## config.mk

```make
export PLATFORM = sky130hd
export DESIGN_NAME = imem_arbiter
export DESIGN_NICKNAME = d
export VERILOG_FILES = /design/src/rtl/imem_arbiter.sv
export SDC_FILE = /design/constraint.sdc
export NUM_CORES = 1
export LEC_CHECK = 0
export CAP_MARGIN = 20
export CORE_AREA = 2 2 97 99
export CTS_CLUSTER_SIZE = 25
export DETAILED_ROUTE_END_ITERATION = 8
export DIE_AREA = 0 0 99 101
export PLACE_DENSITY_LB_ADDON = 0.12
export SKIP_CTS_REPAIR_TIMING = 1
export SLEW_MARGIN = 20
export SYNTH_ARGS = -nofsm -noshare
export SYNTH_HDL_FRONTEND = slang
export SYNTH_SLANG_ARGS = --single-unit
```

## constraint.sdc

```tcl
create_clock -name clk_i -period 1.5 [get_ports clk_i]
set_clock_uncertainty 0.2 [all_clocks]
set_input_delay 0.3 -clock clk_i [delete_from_list [all_inputs] [get_ports clk_i]]
set_output_delay 0.3 -clock clk_i [all_outputs]
set_load 0.05 [all_outputs]
```

## src/rtl/imem_arbiter.sv

```systemverilog
// imem_arbiter: shares a 1-cycle synchronous instruction BRAM between fetch (read-only) and loader (rd/wr).
// Loader wins, but after BURST_MAX back-to-back grants fetch gets a slot; IMEM_ARB_PERF_EN adds perf counters.
module imem_arbiter #(
    parameter int ADDR_W    = 10,
    parameter int BURST_MAX = 4
) (
    input  logic              clk_i,
    input  logic              rst_ni,
    input  logic              f_req_i,
    input  logic [31:0]       f_addr_i,
    output logic              f_gnt_o,
    output logic              f_rvalid_o,
    output logic [31:0]       f_rdata_o,
    output logic              f_err_o,
    input  logic              l_req_i,
    input  logic              l_we_i,
    input  logic [31:0]       l_addr_i,
    input  logic [31:0]       l_wdata_i,
    output logic              l_gnt_o,
    output logic              l_rvalid_o,
    output logic [31:0]       l_rdata_o,
    output logic              mem_en_o,
    output logic              mem_we_o,
    output logic [ADDR_W-1:0] mem_addr_o,
    output logic [31:0]       mem_wdata_o,
    input  logic [31:0]       mem_rdata_i
`ifdef IMEM_ARB_PERF_EN
    ,
    output logic [31:0]       perf_fetch_cnt_o,
    output logic [31:0]       perf_stall_cnt_o
`endif
);

    localparam int BW = $clog2(BURST_MAX + 1);

    typedef enum logic [1:0] {ST_IDLE, ST_FETCH, ST_LOAD, ST_FAIR} state_e;

    state_e        state_q, state_d;
    logic [BW-1:0] burst_q, burst_d;
    logic          rsp_f_q, rsp_f_d;
    logic          rsp_err_q, rsp_err_d;
    logic          rsp_l_q, rsp_l_d;
    logic          f_gnt, l_gnt, f_mis;

    assign f_mis = (f_addr_i[1:0] != 2'b00);

    always_comb begin
        state_d   = ST_IDLE;
        f_gnt     = 1'b0;
        l_gnt     = 1'b0;
        burst_d   = burst_q;
        if (l_req_i && ((burst_q < BW'(BURST_MAX)) || !f_req_i)) begin
            l_gnt   = 1'b1;
            state_d = ST_LOAD;
        end else if (f_req_i) begin
            f_gnt   = 1'b1;
            // A fetch grant with the loader still asking means the burst limit forced it.
            state_d = l_req_i ? ST_FAIR : ST_FETCH;
        end
        if (!f_req_i || f_gnt) begin
            burst_d = '0;
        end else if (l_gnt) begin
            burst_d = burst_q + BW'(1);
        end
        rsp_f_d   = f_gnt;
        rsp_err_d = f_gnt & f_mis;
        rsp_l_d   = l_gnt & ~l_we_i;
    end

    always_ff @(posedge clk_i or negedge rst_ni) begin
        if (!rst_ni) begin
            state_q   <= ST_IDLE;
            burst_q   <= '0;
            rsp_f_q   <= 1'b0;
            rsp_err_q <= 1'b0;
            rsp_l_q   <= 1'b0;
        end else begin
            state_q   <= state_d;
            burst_q   <= burst_d;
            rsp_f_q   <= rsp_f_d;
            rsp_err_q <= rsp_err_d;
            rsp_l_q   <= rsp_l_d;
        end
    end

    // Request-side outputs are combinational, so hold them low while reset is asserted.
    assign f_gnt_o     = rst_ni & f_gnt;
    assign l_gnt_o     = rst_ni & l_gnt;
    assign mem_en_o    = rst_ni & (l_gnt | (f_gnt & ~f_mis));
    assign mem_we_o    = rst_ni & l_gnt & l_we_i;
    assign mem_wdata_o = rst_ni ? l_wdata_i : 32'h0;
    assign mem_addr_o  = !rst_ni ? '0 :
                         l_gnt   ? l_addr_i[ADDR_W+1:2] :
                         f_gnt   ? f_addr_i[ADDR_W+1:2] : '0;

    assign f_rvalid_o = rsp_f_q;
    assign f_err_o    = rsp_err_q;
    assign f_rdata_o  = (rsp_f_q && !rsp_err_q) ? mem_rdata_i : 32'h0;
    assign l_rvalid_o = rsp_l_q;
    assign l_rdata_o  = rsp_l_q ? mem_rdata_i : 32'h0;

`ifdef IMEM_ARB_PERF_EN
    logic [31:0] perf_fetch_q, perf_stall_q;

    always_ff @(posedge clk_i or negedge rst_ni) begin
        if (!rst_ni) begin
            perf_fetch_q <= 32'h0;
            perf_stall_q <= 32'h0;
        end else begin
            perf_fetch_q <= perf_fetch_q + {31'h0, f_gnt};
            perf_stall_q <= perf_stall_q + {31'h0, f_req_i & ~f_gnt};
        end
    end

    assign perf_fetch_cnt_o = perf_fetch_q;
    assign perf_stall_cnt_o = perf_stall_q;
`endif

    logic unused_bits;
    assign unused_bits = ^{f_addr_i[31:ADDR_W+2], l_addr_i[31:ADDR_W+2], l_addr_i[1:0], state_q};

endmodule

```

==> results of run 1 <==
[per-layer routing]
layer  vias up  GRT usage
li1        966          -
met1       889     0.1526
met2       108     0.2354
met3         4    0.01942
met4         0    0.02845
met5         -          0
[cell families (layout without fill, tap and decap cells)]
| kind of cell | count (synthesis) | after routing | share of synthesized area |
|---|---|---|---|
| compound gates | 12 | 12 | 0.1148 |
| fa+ha+maj | 1 | 1 | 0.01083 |
| buf+inv | 19 | 238 | 0.09208 |
| flops | 6 | 6 | 0.1300 |
| simple gates | 129 | 129 | 0.6522 |
[critical path, stage by stage (launching register included)]
cell,delay (ps)
dfrtp_1,410
a21bo_4,260
buf_6,130
nor3_4,200
buf_12,160
[power breakdown]
part	leakage, nW	switching [mW]	internal (mW)
Clock	0.0228	0.0732	0.183
Combinational	2.43	0.853	1.00
Sequential	0.0757	0.00858	0.170
Total	2.53	0.934	1.35
[area by class of cell]
cell class / count / area [sq um] / area share
tap: 111 / 138.9 / 0.02587
multi-input combinational: 142 / 1354 / 0.2522
timing repair buffer: 231 / 3661 / 0.6821
inverter: 3 / 15.01 / 0.002797
clock buffer: 4 / 45.04 / 0.008392
sequential: 6 / 153.9 / 0.02867
[registers in the layout, summed over array words and instances (netlist names)]
name,cells
burst_q,3
l_rvalid_o,1
f_err_o,1
f_rvalid_o,1
[Yosys cell counts]
cell	n	area, sq um
nor2b_1	1	6.260
nor3_1	3	15.01
ha_1	1	12.51
o32ai_2	4	65.06
nor2_1	4	15.01
buf_6	3	33.78
inv_1	2	7.510
nor3b_2	1	12.51
and3_1	2	12.51
o32ai_1	6	52.55
and2_1	96	600.6
buf_2	1	5.000
a21oi_1	1	5.000
nand2_1	20	75.07
and2b_1	1	7.510
inv_2	1	3.750
a21bo_2	1	10.01
dfrtp_1	6	150.1
buf_4	3	22.52
clkbuf_1	9	33.78
or3b_1	1	8.760
[per-stage QoR]
step,hold WS [ps],setup TNS (ps)
2_1_floorplan,-195.6,-7672
4_1_cts,261.2,-38430
5_1_grt,270.0,-25040
6_report,240.8,-21100
3_5_place_dp,255.5,-29670
3_3_place_gp,248.6,-28620
[worst max-delay path by stage]
stage / start / endpoint / slack, ps / cells past startpoint
final: burst_q[2]$_DFFE_PN0P_ / mem_we_o / -390 / 4
after detailed placement: rst_ni / mem_we_o / -610 / 5
after floorplan: burst_q[2]$_DFFE_PN0P_ / mem_addr_o[1] / -200 / 3
after CTS: rst_ni / mem_we_o / -620 / 5
after global placement: f_req_i / mem_en_o / -600 / 4
after global routing: burst_q[2]$_DFFE_PN0P_ / mem_we_o / -430 / 4
==> results.cfg, run 1 <==
[setup_path]
crit_path_max_fanout = 4
reg2regPathDepth = 3
cp-end-kind = output port
r2r-start = burst_q[2]$_DFFE_PN0P_
worstSetupPathType = register to output port
required_ps = 1000
worst_ep_arrival_time_ps = 1390
r2r_end = burst_q[2]$_DFFE_PN0P_
startpoint_type = register
reg2reg_slack_ps = 320

[detailed_routing]
route.met2.wl_um = 3905
highest_layer = met4
post_drt_via_cell_ratio = 3.958
wl_met3_um = 480
drc = 0
wire_per_inst_um = 14.41
totalWireLength_um = 7160
ant_nets = 0
drt_iter0_drc = 32
met1Wirelength_um = 2725
drtPass1Iterations = 4
vias = 1967

[placed_design]
pre_cts_ws_ps = -613.9
io_buffer_count = 203
gp_congestion = 0.7480
hpwlAfterDp_um = 5955
numPlacedInstances = 485
place_area_sq_um = 5002

[synthesis]
ys_seq_area_frac = 0.1300
ys_ff_latch = 6
synth_cells = 167
synth_nets = 301
syn_area_per_cell_sq_um = 6.915
synth_area_sq_um = 1155
yosysWarnings = 0
synth.distinct_cells = 21

[global_route]
grt_pass1_wl_um = 10250
antenna_found_initial = 0
overflow = 0
grt_pass1_vias = 2035
grt_max_degree = 34
grtUsageTotal = 0.1265

[outcome]
violations = setup timing
status = finished, violations left

[cts]
cts_tree = built
clk_pin_slew_ps = 40
clock_latency_ps = 220
cts_buffer_depth = 2
cts-htree-levels = 1
clkSinkCount = 6
cts_made_buffers = 3
clock-root-buffer = clkbuf_8

[final_layout]
stdcell_area_sq_um = 5368
layout_commonest_cell = buf_12
final_cell_mix = buf_12 (121), and2_4 (95), clkdlybuf4s50_1 (54)
fin_nets = 521
final_cell_count_no_fill = 497
syn_to_final_growth_pct = 364.8
drive_gt1_frac = 0.6839
nFillCells = 716
antenna_cells = 0
post-route-util = 0.5979

[floorplanning]
core-area_sq_um = 8977
die_x_um = 99
fp.dieH_um = 101
start_util = 0.1286
num_rows = 35
io-pin-count = 246
die-area_sq_um = 9999

[sta]
drv_slew = 0
relSlewSlack = 0.8268
worst_slack_ps = -389.0
period_minus_slack_ps = 1889
setup_viol = 80
hold_viol = 0
max_freq_ghz = 0.5294
tightestPinTransition_ps = 259.8
rsz0062_at_grt = true
fin_crit_sh = 1.259

[power]
power_leakage_nw = 2.532
peakVddDrop_uv = 197.3
power_density_nw_per_um2 = 426.2
power_mw = 2.288

[hold_path]
min_from = f_addr_i[0]
whs_path_depth = 3
min_to = f_err_o$_DFF_PN0_
hp-class = input port to register

[job]
max-cap-violations = 0
Power figures use the tool's default switching activity.
==> run 2, diff against run 1 <==
--- a/config.mk
+++ b/config.mk
@@ -5,7 +5,6 @@
 export SDC_FILE = /design/constraint.sdc
 export NUM_CORES = 1
 export LEC_CHECK = 0
-export CAP_MARGIN = 20
 export CORE_AREA = 2 2 97 99
 export CTS_CLUSTER_SIZE = 25
 export DETAILED_ROUTE_END_ITERATION = 8
==> results of run 2 <==
Same layout as run 1: the final DEF is identical, and so are final timing and power.
